File: config.mk
export PLATFORM = sky130hd
export DESIGN_NAME = mem_bus_ctrl
export DESIGN_NICKNAME = d
export VERILOG_FILES = /design/src/rtl/mips_mem_pkg.sv /design/src/rtl/mem_lane_align.sv /design/src/rtl/mem_bus_ctrl.sv
export SDC_FILE = /design/constraint.sdc
export NUM_CORES = 1
export LEC_CHECK = 0
export ABC_AREA = 1
export ABC_CLOCK_PERIOD_IN_PS = 2450
export CELL_PAD_IN_SITES_DETAIL_PLACEMENT = 0
export CELL_PAD_IN_SITES_GLOBAL_PLACEMENT = 2
export CORE_UTILIZATION = 21
export DETAILED_ROUTE_END_ITERATION = 6
export PLACE_DENSITY_LB_ADDON = 0.1
export RECOVER_POWER = 50
export SETUP_SLACK_MARGIN = 0.15
export SLEW_MARGIN = 20
export SYNTH_ARGS = -nofsm -noshare
export SYNTH_HDL_FRONTEND = slang
export SYNTH_HIERARCHICAL = 1
export SYNTH_SLANG_ARGS = --single-unit
File: constraint.sdc
create_clock -name clk -period 2.45 [get_ports clk]
set_input_delay 0.49 -clock clk [delete_from_list [all_inputs] [get_ports clk]]
set_output_delay 0.49 -clock clk [all_outputs]
set_load 0.02 [all_outputs]
File: src/rtl/mips_mem_pkg.sv
// ============================================================================
// mips_mem_pkg : shared types and lane constants for the memory bus controller
// Revision     : 1.0
// ============================================================================
`default_nettype none

package mips_mem_pkg;

  typedef enum logic [1:0] {
    OP_NONE  = 2'd0,
    OP_FETCH = 2'd1,
    OP_LOAD  = 2'd2,
    OP_STORE = 2'd3
  } op_e;

  typedef enum logic [1:0] {
    SZ_BYTE = 2'd0,
    SZ_HALF = 2'd1,
    SZ_WORD = 2'd2,
    SZ_RSVD = 2'd3
  } size_e;

  typedef enum logic [1:0] {
    ST_IDLE   = 2'd0,
    ST_ACCESS = 2'd1,
    ST_DONE   = 2'd2,
    ST_ERR    = 2'd3
  } state_e;

  localparam logic [3:0] c_be_none    = 4'b0000;
  localparam logic [3:0] c_be_byte    = 4'b0001;
  localparam logic [3:0] c_be_half_lo = 4'b0011;
  localparam logic [3:0] c_be_half_hi = 4'b1100;
  localparam logic [3:0] c_be_word    = 4'b1111;

  // Instruction fetches are always word sized; the reserved code aliases WORD.
  function automatic logic [1:0] norm_size(input logic [1:0] op, input logic [1:0] size);
    if (op == OP_FETCH || size == SZ_RSVD) return SZ_WORD;
    return size;
  endfunction

  function automatic logic is_misaligned(input logic [1:0] size, input logic [1:0] lo);
    case (size)
      SZ_HALF: return lo[0];
      SZ_WORD: return lo != 2'b00;
      default: return 1'b0;
    endcase
  endfunction

endpackage

`default_nettype wire

File: src/rtl/mem_lane_align.sv
// ============================================================================
// mem_lane_align : byte-lane enables, store data replication, load extraction
// Revision       : 1.0
// ============================================================================
`default_nettype none

module mem_lane_align
  import mips_mem_pkg::*;
(
  input  logic [1:0]  addr_lo,
  input  logic [1:0]  size,
  input  logic        sign_ext,
  input  logic [31:0] wdata,
  input  logic [31:0] rdata_bus,
  output logic [3:0]  byteenable,
  output logic [31:0] writedata,
  output logic [31:0] rdata_ext
);

  logic [7:0]  w_byte;
  logic [15:0] w_half;

  always_comb begin
    w_byte = rdata_bus[7:0];
    case (addr_lo)
      2'd1:    w_byte = rdata_bus[15:8];
      2'd2:    w_byte = rdata_bus[23:16];
      2'd3:    w_byte = rdata_bus[31:24];
      default: w_byte = rdata_bus[7:0];
    endcase
    w_half = addr_lo[1] ? rdata_bus[31:16] : rdata_bus[15:0];
  end

  always_comb begin
    byteenable = c_be_word;
    writedata  = wdata;
    rdata_ext  = rdata_bus;
    case (size)
      SZ_BYTE: begin
        byteenable = c_be_byte << addr_lo;
        writedata  = {4{wdata[7:0]}};
        rdata_ext  = {{24{sign_ext & w_byte[7]}}, w_byte};
      end
      SZ_HALF: begin
        byteenable = addr_lo[1] ? c_be_half_hi : c_be_half_lo;
        writedata  = {2{wdata[15:0]}};
        rdata_ext  = {{16{sign_ext & w_half[15]}}, w_half};
      end
      default: begin
        byteenable = c_be_word;
        writedata  = wdata;
        rdata_ext  = rdata_bus;
      end
    endcase
  end

endmodule

`default_nettype wire

File: src/rtl/mem_bus_ctrl.sv
// ============================================================================
// mem_bus_ctrl : single-master memory bus controller for fetch/load/store
// Revision     : 1.0
// ============================================================================
`default_nettype none

module mem_bus_ctrl
  import mips_mem_pkg::*;
(
  input  logic        clk,
  input  logic        reset,
  input  logic [1:0]  op,
  input  logic [31:0] addr,
  input  logic [1:0]  size,
  input  logic        sign_ext,
  input  logic [31:0] wdata,
  output logic [31:0] address,
  output logic        read,
  output logic        write,
  output logic [3:0]  byteenable,
  output logic [31:0] writedata,
  input  logic [31:0] readdata,
  input  logic        waitrequest,
  output logic        busy,
  output logic        done,
  output logic        misaligned,
  output logic [31:0] instr,
  output logic [31:0] rdata
);

  localparam logic [1:0] c_st_idle   = ST_IDLE;
  localparam logic [1:0] c_st_access = ST_ACCESS;
  localparam logic [1:0] c_st_done   = ST_DONE;
  localparam logic [1:0] c_st_err    = ST_ERR;

  logic [1:0]  r_state;
  logic [1:0]  r_op;
  logic [1:0]  r_addr_lo;
  logic [1:0]  r_size;
  logic        r_sign_ext;
  logic [31:0] r_address;
  logic        r_read;
  logic        r_write;
  logic [3:0]  r_be;
  logic [31:0] r_writedata;
  logic        r_busy;
  logic        r_done;
  logic        r_misal;
  logic [31:0] r_instr;
  logic [31:0] r_rdata;

  logic        w_idle;
  logic [1:0]  w_req_size;
  logic        w_req_misal;
  logic [1:0]  w_al_lo;
  logic [1:0]  w_al_size;
  logic [3:0]  w_be;
  logic [31:0] w_wd;
  logic [31:0] w_ext;

  assign w_idle      = (r_state == c_st_idle);
  assign w_req_size  = norm_size(op, size);
  assign w_req_misal = is_misaligned(w_req_size, addr[1:0]);

  // The aligner serves the incoming request in IDLE and the latched one in ACCESS.
  assign w_al_lo   = w_idle ? addr[1:0]  : r_addr_lo;
  assign w_al_size = w_idle ? w_req_size : r_size;

  mem_lane_align u_align (
    .addr_lo    (w_al_lo),
    .size       (w_al_size),
    .sign_ext   (r_sign_ext),
    .wdata      (wdata),
    .rdata_bus  (readdata),
    .byteenable (w_be),
    .writedata  (w_wd),
    .rdata_ext  (w_ext)
  );

  always_ff @(posedge clk) begin
    if (!reset) begin
      r_state     <= c_st_idle;
      r_op        <= OP_NONE;
      r_addr_lo   <= 2'b00;
      r_size      <= SZ_BYTE;
      r_sign_ext  <= 1'b0;
      r_address   <= 32'h0;
      r_read      <= 1'b0;
      r_write     <= 1'b0;
      r_be        <= c_be_none;
      r_writedata <= 32'h0;
      r_busy      <= 1'b0;
      r_done      <= 1'b0;
      r_misal     <= 1'b0;
      r_instr     <= 32'h0;
      r_rdata     <= 32'h0;
    end else begin
      r_done  <= 1'b0;
      r_misal <= 1'b0;
      case (r_state)
        c_st_idle: begin
          if (op != OP_NONE) begin
            r_op       <= op;
            r_addr_lo  <= addr[1:0];
            r_size     <= w_req_size;
            r_sign_ext <= sign_ext;
            if (w_req_misal) begin
              r_state <= c_st_err;
              r_misal <= 1'b1;
            end else begin
              r_state     <= c_st_access;
              r_busy      <= 1'b1;
              r_address   <= {addr[31:2], 2'b00};
              r_be        <= w_be;
              r_writedata <= w_wd;
              r_read      <= (op != OP_STORE);
              r_write     <= (op == OP_STORE);
            end
          end
        end
        c_st_access: begin
          if (!waitrequest) begin
            r_state <= c_st_done;
            r_busy  <= 1'b0;
            r_read  <= 1'b0;
            r_write <= 1'b0;
            r_done  <= 1'b1;
            if (r_op == OP_FETCH) r_instr <= readdata;
            if (r_op == OP_LOAD)  r_rdata <= w_ext;
          end
        end
        default: r_state <= c_st_idle;
      endcase
    end
  end

  assign address    = r_address;
  assign read       = r_read;
  assign write      = r_write;
  assign byteenable = r_be;
  assign writedata  = r_writedata;
  assign busy       = r_busy;
  assign done       = r_done;
  assign misaligned = r_misal;
  assign instr      = r_instr;
  assign rdata      = r_rdata;

endmodule

`default_nettype wire

==> flow_summary.yaml <==
timing:
  setup-tns-final_ps: 0
  slew_violations: 0
  min_period_ps: 2240
  grt_setup_unrepaired: "true"
  finalHoldViolCount: 0
  finClkSkew_ps: 15.0
  worst_pin_slew_ps: 1350
  timing.final.crit_share: 0.912
  holdWs_ps: 441
  max_freq_ghz: 0.447
  setup_violations: 0
  relSlewSlack: 0.102
  setup_ws_ps: 215
die:
  core_area_um2: 30700
  die_h_um: 179
  die_w_um: 179
  io-pin-count: 241
  start_util: 0.215
  die_area_um2: 32100
  row_count: 64
layout:
  final_cells: 1587
  diodes: 0
  final_nets: 1284
  layout-drive-gt1-share: 0.117
  final_area_um2: 10500
  finish.utilization: 0.341
  area_growth_pct: 58.9
setup_path:
  crit_buf_inv: 6
  worstPathMaxFanout: 5
  path_class: "input port to flop"
  reg2reg_slack_ps: 320
  cp-endpoint: "rdata[5]"
  cp.required_ps: 2790
  critical_path.cell_chain: "dlygate4sd3_1, o21bai_2, buf_4, inv_2, o21ai_4, buf_12, inv_4, nand2_4, nor2_4, nor2_4, buf_6, nand2_1, nand3_1, nand3_1, a21oi_1"
  endpoint_kind: "flop"
  crit_path_start_kind: "input port"
  cpMaxStageDelayCell: "dlygate4sd3_1"
  reg2reg_from: "r_state[0]"
  reg2regPathDepth: 6
  r2r_end: "instr[25]"
  cpLargestDelayFamily: "buffers and inverters"
  cp.depth: 15
  cp-startpoint: "op[1]"
  max_stage_delay_ps: 580
  cp.arrival_ps: 2580
pwr:
  powerDensity_nw_per_um2: 710
  leakagePower_nw: 4.36
  ir_drop_mv: 0.457
  finalPower_mw: 7.45
synth:
  synth_xor_area_frac: 0
  synthSimpleGateAreaFrac: 0.302
  yosysSeqAreaShare: 0.437
  synth_compound_area_frac: 0.159
  avgSynthCellArea_um2: 7.10
  yosysUniqueCellTypes: 30
  synth_seq_cells: 144
  synthAdderAreaFrac: 0.00379
  syn-cell-area_um2: 6600
  synthMuxAreaShare: 0
  syn-instance-count: 929
  synth_top_family_by_area: "simple AND/OR/NAND/NOR gates"
  yosysWarnings: 6
routing:
  vias: 7044
  drt_wl_total_um: 28500
  vias_per_cell: 4.44
  drc: 32
  dr.pass1.iters: 7
  drt_iter0_drc: 367
  routedWlPerCell_um: 18.0
  antenna_left: 0
placement:
  io_buffers: 238
  post-place-ws_ps: -223
  dp.cells: 1547
  place_hpwl_um: 19300
  gp_congestion: 0.749
  placed_area_um2: 9730
clocking:
  clkTransAtPathRegs_ps: 70
  clockRootBuffer: "clkbuf_16"
  max-clock-path-buffers: 2
  cts_tree: "built"
  insertion_delay_ps: 430
  h-tree-depth: 4
  cts_buffers: 17
  cts_sinks: 144
status:
  status: "complete, but fails checks"
  violations: "DRC"
hold_path:
  hold_class: "flop to flop"
global_routing:
  grt_pass1_wl_um: 41600
  grt_remaining_overflow: 0
  grt_pass1_vias: 6718
  grt_start_max_net_pins: 63
  antenna_found_initial: 0
  grt_util_all_layers: 0.173
job:
  drv_cap: 0
cell usage in the layout, fill, tap and decap left out, types with 2 or more instances in the layout:
master,count
inv_1,49
dlygate4sd3_1,100
inv_4,5
clkbuf_1,5
nor2_4,5
nand3_4,2
inv_8,3
clkinv_4,2
o21ai_0,49
o211ai_1,3
clkbuf_16,21
clkdlybuf4s50_1,138
a21oi_2,4
buf_4,41
conb_1,2
ha_1,2
a21oi_1,142
buf_12,16
nor2_2,3
inv_2,3
inv_6,7
nand3_1,138
nor2_1,8
o21ai_2,2
dfxtp_1,144
nand2_4,2
o21ai_1,2
nand2_1,265
nand3_2,13
metal layers:
metal,part of all wire,vias to the layer above,global-route usage
met5,0,-,0
met4,0.0075,0,0.0378
met2,0.45,189,0.269
li1,-,3553,-
met3,0.056,10,0.0356
met1,0.48,3292,0.243
area by class of cell:
type	count	area (µm²)
fill	3300	20300
multi-input combinational	651	3150
timing repair buffer	304	3140
sequential	144	2880
tap	396	495
clock buffer	18	429
inverter	60	244
clock inverter	14	146
power breakdown:
part	leakage (nW)	total [mW]	internal, mW	switching (mW)
Combinational	2.91	2.20	0.923	1.27
Sequential	1.17	2.60	2.51	0.0912
Clock	0.282	2.65	1.44	1.21
synthesized netlist by cell type:
library cell | number | share of area
buf_6 | 7 | 0.012
conb_1 | 1 | 0.00057
ha_1 | 2 | 0.0038
clkbuf_1 | 33 | 0.019
inv_4 | 6 | 0.0057
nand2_4 | 1 | 0.0017
o21ai_0 | 52 | 0.039
inv_2 | 4 | 0.0023
nand2_2 | 2 | 0.0019
buf_1 | 2 | 0.0011
nor2_4 | 3 | 0.0051
inv_1 | 50 | 0.028
nand2_1 | 266 | 0.15
nor3_1 | 1 | 0.00076
nand3_2 | 11 | 0.017
nand3b_1 | 1 | 0.0011
nand3_4 | 1 | 0.0027
o21ai_1 | 1 | 0.00076
o21ai_4 | 1 | 0.0025
o21bai_1 | 2 | 0.0023
nor2_2 | 3 | 0.0028
nand4_2 | 1 | 0.0019
buf_4 | 13 | 0.015
nor2_1 | 10 | 0.0057
buf_2 | 20 | 0.015
a21oi_1 | 146 | 0.11
o211ai_1 | 3 | 0.0034
dfxtp_1 | 144 | 0.44
nor2_8 | 1 | 0.0030
nand3_1 | 141 | 0.11
what timing repair did:
item / 4_1_cts / 5_1_grt
endpoints found under the setup margin: 0 / 99
hold buffers: 0 / 0
gates resized for setup: 0 / 21
buffers inserted: 0 / 4
state kept, by name (all words and copies together) (netlist names):
register,cells
r_sign_ext,1
done,1
write,1
writedata,32
r_size,2
r_state,2
busy,1
instr,32
r_addr_lo,2
r_op,2
read,1
rdata,32
address,30
misaligned,1
byteenable,4
logic make-up after synthesis:
group | count (synthesis)
simple gates | 442
other cells | 1
buf+inv | 135
flops | 144
fa+ha+maj | 2
compound gates | 205
worst min-delay path, cell delays in order, from the launching register on:
cell     delay, ps
dfxtp_1        310
inv_1           40
a21oi_1         50
worst min path at each step:
stage	startpoint	end	slack, ps	cells after the start
global placement	instr[3]	instr[3]	430	2
global route	instr[19]	instr[19]	460	2
CTS	instr[21]	instr[21]	450	2
detailed placement	instr[21]	instr[21]	440	2
finish	instr[21]	instr[21]	440	2
floorplan	r_addr_lo[0]	r_addr_lo[0]	420	2
Power figures use the tool's default switching activity.
